**src/rtl/hpu_rob_cmt.sv**
```systemverilog
// Reorder-buffer completion tracking and in-order retire for the HPU pipeline.
// Allocates entries from ID, records ALU commit results, retires the head and raises mispredict redirects.
module hpu_rob_cmt #(
  parameter int unsigned ROB_DEPTH = 16,
  parameter int unsigned PC_W      = 32,
  parameter int unsigned EXCP_W    = 4,
  localparam int unsigned IW       = $clog2(ROB_DEPTH)
) (
  input  logic              clk_i,
  input  logic              rst_i,
  input  logic              flush_en_i,

  input  logic              id_rob__alloc_vld_i,
  input  logic [PC_W-1:0]   id_rob__alloc_pred_pc_i,
  output logic              rob_id__alloc_rdy_o,
  output logic [IW-1:0]     rob_id__alloc_index_o,
  output logic              rob_id__alloc_flag_o,
  output logic [IW:0]       rob_id__count_o,

  input  logic              alu0_rob__commit_en_i,
  input  logic              alu0_rob__commit_flag_i,
  input  logic [IW-1:0]     alu0_rob__commit_index_i,
  input  logic              alu0_rob__commit_excp_en_i,
  input  logic [EXCP_W-1:0] alu0_rob__commit_excp_i,
  input  logic              alu0_rob__commit_is_jbr_i,
  input  logic [PC_W-1:0]   alu0_rob__commit_next_pc_i,

  input  logic              alu1_rob__commit_en_i,
  input  logic              alu1_rob__commit_flag_i,
  input  logic [IW-1:0]     alu1_rob__commit_index_i,
  input  logic              alu1_rob__commit_excp_en_i,
  input  logic [EXCP_W-1:0] alu1_rob__commit_excp_i,
  input  logic              alu1_rob__commit_is_jbr_i,
  input  logic [PC_W-1:0]   alu1_rob__commit_next_pc_i,

  output logic              rob_ctrl__retire_en_o,
  output logic [IW-1:0]     rob_ctrl__retire_index_o,
  output logic              rob_ctrl__retire_excp_en_o,
  output logic [EXCP_W-1:0] rob_ctrl__retire_excp_o,
  output logic              rob_ctrl__redirect_en_o,
  output logic [PC_W-1:0]   rob_ctrl__redirect_pc_o
);

  // Pointers carry the wrap flag in their MSB so count is a plain subtraction.
  localparam int unsigned PW = IW + 1;

  logic [PW-1:0]        head_q, head_d;
  logic [PW-1:0]        tail_q, tail_d;

  logic [ROB_DEPTH-1:0] vld_q, vld_d;
  logic [ROB_DEPTH-1:0] done_q, done_d;
  logic [ROB_DEPTH-1:0] flag_q, flag_d;
  logic [ROB_DEPTH-1:0] excp_en_q, excp_en_d;
  logic [ROB_DEPTH-1:0] is_jbr_q, is_jbr_d;
  logic [EXCP_W-1:0]    excp_q    [ROB_DEPTH];
  logic [EXCP_W-1:0]    excp_d    [ROB_DEPTH];
  logic [PC_W-1:0]      pred_pc_q [ROB_DEPTH];
  logic [PC_W-1:0]      pred_pc_d [ROB_DEPTH];
  logic [PC_W-1:0]      next_pc_q [ROB_DEPTH];
  logic [PC_W-1:0]      next_pc_d [ROB_DEPTH];

  logic                 retire_en_q, retire_en_d;
  logic [IW-1:0]        retire_index_q, retire_index_d;
  logic                 retire_excp_en_q, retire_excp_en_d;
  logic [EXCP_W-1:0]    retire_excp_q, retire_excp_d;
  logic                 redirect_en_q, redirect_en_d;
  logic [PC_W-1:0]      redirect_pc_q, redirect_pc_d;

  logic [IW-1:0]        head_idx;
  logic [IW-1:0]        tail_idx;
  logic [PW-1:0]        count;
  logic                 full;
  logic                 pop;
  logic                 head_excp;
  logic                 head_mispred;
  logic                 kill;
  logic                 alloc_rdy;
  logic                 alloc_fire;
  logic                 c0_acc;
  logic                 c1_acc;

  // Head status, occupancy and commit acceptance.
  always_comb begin
    head_idx     = head_q[IW-1:0];
    tail_idx     = tail_q[IW-1:0];
    count        = tail_q - head_q;
    full         = (count == PW'(ROB_DEPTH));
    pop          = vld_q[head_idx] && done_q[head_idx];
    head_excp    = excp_en_q[head_idx];
    head_mispred = is_jbr_q[head_idx] && (next_pc_q[head_idx] != pred_pc_q[head_idx]);
    kill         = pop && (head_excp || head_mispred);
    alloc_rdy    = !full && !flush_en_i && !kill;
    alloc_fire   = id_rob__alloc_vld_i && alloc_rdy;

    c0_acc = alu0_rob__commit_en_i
          && vld_q[alu0_rob__commit_index_i]
          && !done_q[alu0_rob__commit_index_i]
          && (flag_q[alu0_rob__commit_index_i] == alu0_rob__commit_flag_i);
    // alu0 wins a same-index collision.
    c1_acc = alu1_rob__commit_en_i
          && vld_q[alu1_rob__commit_index_i]
          && !done_q[alu1_rob__commit_index_i]
          && (flag_q[alu1_rob__commit_index_i] == alu1_rob__commit_flag_i)
          && !(c0_acc && (alu0_rob__commit_index_i == alu1_rob__commit_index_i));
  end

  // Next state: commit, allocate, pop, then kill and flush override in that order.
  always_comb begin
    head_d           = head_q;
    tail_d           = tail_q;
    vld_d            = vld_q;
    done_d           = done_q;
    flag_d           = flag_q;
    excp_en_d        = excp_en_q;
    is_jbr_d         = is_jbr_q;
    excp_d           = excp_q;
    pred_pc_d        = pred_pc_q;
    next_pc_d        = next_pc_q;
    retire_en_d      = 1'b0;
    retire_index_d   = '0;
    retire_excp_en_d = 1'b0;
    retire_excp_d    = '0;
    redirect_en_d    = 1'b0;
    redirect_pc_d    = '0;

    if (c0_acc) begin
      done_d[alu0_rob__commit_index_i]    = 1'b1;
      excp_en_d[alu0_rob__commit_index_i] = alu0_rob__commit_excp_en_i;
      excp_d[alu0_rob__commit_index_i]    = alu0_rob__commit_excp_i;
      is_jbr_d[alu0_rob__commit_index_i]  = alu0_rob__commit_is_jbr_i;
      next_pc_d[alu0_rob__commit_index_i] = alu0_rob__commit_next_pc_i;
    end

    if (c1_acc) begin
      done_d[alu1_rob__commit_index_i]    = 1'b1;
      excp_en_d[alu1_rob__commit_index_i] = alu1_rob__commit_excp_en_i;
      excp_d[alu1_rob__commit_index_i]    = alu1_rob__commit_excp_i;
      is_jbr_d[alu1_rob__commit_index_i]  = alu1_rob__commit_is_jbr_i;
      next_pc_d[alu1_rob__commit_index_i] = alu1_rob__commit_next_pc_i;
    end

    if (alloc_fire) begin
      vld_d[tail_idx]     = 1'b1;
      done_d[tail_idx]    = 1'b0;
      flag_d[tail_idx]    = tail_q[IW];
      pred_pc_d[tail_idx] = id_rob__alloc_pred_pc_i;
      tail_d              = tail_q + PW'(1);
    end

    if (pop) begin
      vld_d[head_idx]  = 1'b0;
      head_d           = head_q + PW'(1);
      retire_en_d      = 1'b1;
      retire_index_d   = head_idx;
      retire_excp_en_d = head_excp;
      retire_excp_d    = head_excp ? excp_q[head_idx] : '0;
      redirect_en_d    = !head_excp && head_mispred;
      redirect_pc_d    = (!head_excp && head_mispred) ? next_pc_q[head_idx] : '0;
    end

    // Exception or mispredict squashes every younger entry.
    if (kill) begin
      vld_d  = '0;
      tail_d = head_d;
    end

    if (flush_en_i) begin
      vld_d            = '0;
      head_d           = '0;
      tail_d           = '0;
      retire_en_d      = 1'b0;
      retire_index_d   = '0;
      retire_excp_en_d = 1'b0;
      retire_excp_d    = '0;
      redirect_en_d    = 1'b0;
      redirect_pc_d    = '0;
    end
  end

  // Control state and registered outputs.
  always_ff @(posedge clk_i) begin
    if (rst_i) begin
      head_q           <= '0;
      tail_q           <= '0;
      vld_q            <= '0;
      done_q           <= '0;
      retire_en_q      <= 1'b0;
      retire_index_q   <= '0;
      retire_excp_en_q <= 1'b0;
      retire_excp_q    <= '0;
      redirect_en_q    <= 1'b0;
      redirect_pc_q    <= '0;
    end else begin
      head_q           <= head_d;
      tail_q           <= tail_d;
      vld_q            <= vld_d;
      done_q           <= done_d;
      retire_en_q      <= retire_en_d;
      retire_index_q   <= retire_index_d;
      retire_excp_en_q <= retire_excp_en_d;
      retire_excp_q    <= retire_excp_d;
      redirect_en_q    <= redirect_en_d;
      redirect_pc_q    <= redirect_pc_d;
    end
  end

  // Entry payload is qualified by vld, so it needs no reset.
  always_ff @(posedge clk_i) begin
    flag_q    <= flag_d;
    excp_en_q <= excp_en_d;
    is_jbr_q  <= is_jbr_d;
    excp_q    <= excp_d;
    pred_pc_q <= pred_pc_d;
    next_pc_q <= next_pc_d;
  end

  assign rob_id__alloc_rdy_o        = alloc_rdy;
  assign rob_id__alloc_index_o      = tail_idx;
  assign rob_id__alloc_flag_o       = tail_q[IW];
  assign rob_id__count_o            = count;
  assign rob_ctrl__retire_en_o      = retire_en_q;
  assign rob_ctrl__retire_index_o   = retire_index_q;
  assign rob_ctrl__retire_excp_en_o = retire_excp_en_q;
  assign rob_ctrl__retire_excp_o    = retire_excp_q;
  assign rob_ctrl__redirect_en_o    = redirect_en_q;
  assign rob_ctrl__redirect_pc_o    = redirect_pc_q;

endmodule

```
**config.mk**
```make
export PLATFORM = sky130hd
export DESIGN_NAME = hpu_rob_cmt
export DESIGN_NICKNAME = d
export VERILOG_FILES = /design/src/rtl/hpu_rob_cmt.sv
export SDC_FILE = /design/constraint.sdc
export NUM_CORES = 2
export LEC_CHECK = 0
export CORE_MARGIN = 4
export CORE_UTILIZATION = 55
export DETAILED_ROUTE_END_ITERATION = 12
export GPL_TIMING_DRIVEN = 1
export PLACE_DENSITY = 0.76
export SLEW_MARGIN = 30
export SYNTH_ARGS = -nofsm -noshare
export SYNTH_HDL_FRONTEND = slang
export SYNTH_SLANG_ARGS = --single-unit
```
**constraint.sdc**
```tcl
create_clock -name clk_i -period 7.6 [get_ports clk_i]
set_clock_uncertainty 0.15 [all_clocks]
set_input_delay 1.52 -clock clk_i [delete_from_list [all_inputs] [get_ports clk_i]]
set_output_delay 1.52 -clock clk_i [all_outputs]
set_load 0.01 [all_outputs]
```
==> results.md <==
- DRC violations left: 0
- CTS tree: yes
- Global router's overall resource usage: 29.5%
- CTS H-tree depth: 3
- Post-Synthesis Cell Area: 53600 µm²
- Total routed wirelength: 154000 µm
- Delay-heaviest family, CP: buffers and inverters
- Area growth, synth to finish: 12.9%
- Fmax achieved: 138 MHz
- Slowest cell on the critical path: dfxtp_4
- Slowest Stage Delay on Critical Path: slightly below 0.8 ns
- Clock buffer count from CTS: between 100 and 150
- Post-CTS setup buffer count: 0
- Category of the most critical setup path: flop to primary output
- Die height: 320 µm
- # hold bufs at CTS: 0
- Global-route wire length before repair: 230000 µm
- Total setup violations reported at the end of the flow: 0
- Number of sinks driven by the clock tree: 1221
- Worst-path cell chain: buf_12, mux4_2, a22oi_1, nand2_1, xor2_1, nor4_1, nand4_1, o21ai_1, nand3_1, clkinv_1, clkdlybuf4s50_1
- Post-detailed-placement cell area: 56400 µm²
- Combinational group share of total power: ~2.6%
- Clock insertion delay at the later pin of the skew report: 0.74 ns
- Minimum clock period after layout: approximately 7.3 ns
- Clock-pin slew on the worst setup and hold paths: 0.06 ns
- Floorplan core area: 96700 µm²
- CP Capture Type: primary output
- Status: finished clean
- Worst slew slack as a fraction of its limit: 27.6%
- Initial drt markers: 4030
- Detail Route Antenna Nets: 0
- Top library cells by usage in the layout, fill and taps aside: dfxtp_1, mux2i_1, nand2_1
- Post_cts resized: 0
- Total net switching power: 2.85 mW
- Root buffer cell: clkbuf_16
- Detailed-route via count: 36300
- Register area: 29700 µm²
- Worst IR drop on VDD: 252 µV
- Number of global-route vias before repair: 35600
- Number of antenna violations at the first check in global routing: 16
- First drt pass iteration count: 5
- Worst Max-Slew Pin Slew: 1.09 ns
- Fraction of final layout cells with drive strength greater than 1: roughly 15%
- Post-layout total power: about 13 mW
- Leading cell type in the layout, fill and taps excluded: dfxtp_1
- Die boundary width: between 300 and 400 µm
- Synthesized netlist cell count: 4369
- Int Pwr: 10.5 mW
- Summed negative setup slack over all endpoints: 0 ns
- Fraction of the yosys area taken by sequential cells: 55.5%
- Seq cells post-synth: 1221
- Power density over the cells: about 220 nW/µm²
- Arrival @ worst endpoint: 5.59 ns
- Fill cell instance count of the final layout: 7201
- Max-cap violations: 0
- Summed area of non-filler cells in the final layout: 60500 µm²
- HPWL after DPL: just under 90000 µm
- Maximum buffer depth of the clock tree: 3
- Combined area of the multi-input logic cells: ~22000 µm²
- Post-Synthesis Net Count: approximately 4500
- Fraction of power spent switching nets: 21.4%
- Routability congestion estimate: 0.867
- Number of nets in the layout: 4461
- IO Count: around 180
- Mean instance size in the synthesized netlist: 12.3 µm²
- Highest net fanout along the worst path: 40
- Required time worst endpoint: approximately 6 ns
- Routed wire per std cell: 27.0 µm
- Leakage power summed over all cells: 20.1 nW
- Die Outline Area: 102000 µm²
- Avg Vias per Cell: about 6.3
- Sum of overflow across all layers after global routing: 0
- Post-synth EDFFs: between 500 and 600
- Initial Util: about 55%
- Hold Violations, Final: 0
- Pin count of the biggest net entering global routing: 78
- Max Slew Vio Count: 0
- Seq pwr share: 51.7%
- Number of distinct library cell variants in the gate-level netlist after synthesis: around 50
- Most used flip-flop cell after synthesis: dfxtp_1
- Period utilization: 95.6%
- Fraction of registers with async set/reset: 0%
- Number of port buffers: 177
- Class of the tightest hold or removal check: flop to flop
- Clock share of power: a little under half
- Critical Path Start Type: flop
- Total buffers and inverters traversed by the critical path: 3
- Cell Rows: 114
- Setup repair after global routing missed its margin: no
- Yosys warnings: 0
[worst paths after layout]
| check | slack, ns | from | to | depth (start not counted) |
|---|---|---|---|---|
| setup / recovery | 0.34 | head_q[0] | rob_id__alloc_rdy_o | 11 |
| hold / removal | 0.33 | vld_q[10] | vld_q[10] | 2 |
| setup reg to reg | 1.92 | head_q[0] | pred_pc_q[98] | 12 |
| hold reg to reg | 0.33 | vld_q[10] | vld_q[10] | 2 |
[flip-flops by register name (all words and copies together), names as in the netlist]
register,flops
next_pc_q,512
pred_pc_q,512
excp_q,64
rob_ctrl__redirect_pc_o,32
done_q,16
excp_en_q,16
flag_q,16
is_jbr_q,16
vld_q,16
head_q,5
tail_q,5
rob_ctrl__retire_excp_o,4
rob_ctrl__retire_index_o,4
rob_ctrl__redirect_en_o,1
rob_ctrl__retire_en_o,1
rob_ctrl__retire_excp_en_o,1
[worst reg2reg max path, cell delays in order, from the launching register on]
cell     delay [ns]
dfxtp_4        0.78
buf_12         0.40
mux4_2         0.59
a22oi_1        0.30
nand2_1        0.22
xor2_1         0.21
nor4_1         0.44
nand4_1        0.24
o21ai_1        0.38
buf_4          0.35
nand4_1        0.44
nor2_4         0.18
buf_4          0.56
[metrics by stage]
stage | cells | setup slack, ns | util, % | hold slack, ns
global placement | 5475 | 1.09 | 58.2 | 0.305
finish | 5710 | 0.335 | 62.5 | 0.326
CTS | 5698 | 0.291 | 62.5 | 0.322
detailed placement | 5479 | 1.10 | 58.3 | 0.314
global route | 5703 | 0.0616 | 62.5 | 0.344
floorplan | 4369 | 1.26 | - | 0.288
[layer usage]
layer	vias to the layer above	part of all wire (%)	track usage, %
met1	17900	38	38.3
met2	1939	48	48.4
met4	6	4.7	12.8
met3	457	9.3	6.27
li1	16000	-	-
met5	-	0.025	0
[cell usage after synthesis, drive strengths merged, types with 2 or more instances]
cell type	instances	area (µm²)
dfxtp	693	13900
nor2b	19	119
xor2	35	307
or3	2	12.5
nor3b	5	37.5
nor4	9	56.3
nand2	580	2180
a221oi	5	43.8
and2	3	18.8
nand4	12	75.1
o31ai	2	15.0
xnor2	13	114
mux2	3	33.8
a41oi	7	61.3
inv	36	135
o311a	7	70.1
edfxtp	528	15900
nor3	26	140
clkbuf	249	935
nand2b	7	43.8
ha	12	150
a22oi	128	961
clkinv	2	7.51
nor2	167	634
a211oi	9	67.6
buf	180	940
nand3	20	100
a21oi	157	786
mux2i	610	6110
o21ai	507	2540
nand3b	3	22.5
or2	5	31.3
and3	5	31.3
or4	3	22.5
mux4	308	6940
a21o	4	30.0
[layout make-up]
cell class	count	share of cell area (%)
inverter	38	0.257
clock inverter	62	1.27
clock buffer	157	5.39
sequential	1221	49.2
tap	1276	2.64
timing repair buffer	263	4.66
antenna	12	0.0497
multi-input combinational	2681	36.6
[power groups by stage]
stage,logic [mW],registers (mW),clock network [mW]
CTS,0.335,6.88,6.14
detailed placement,0.333,7.03,0
floorplan,0.159,7.02,0
finish,0.340,6.88,6.09
global route,0.361,6.88,6.43
global placement,0.327,7.02,0
[cells by family after synthesis]
logic type	Yosys count	share of synthesized area, %
and+or+nand+nor	867	6.59
DFF	1221	55.5
buffers and inverters	467	3.77
xor gates and xnor gates	48	0.785
AOI/OAI and AO/OA	832	8.63
adders and majority gates	13	0.318
muxes	921	24.4
(Power assumes the default switching activity.)
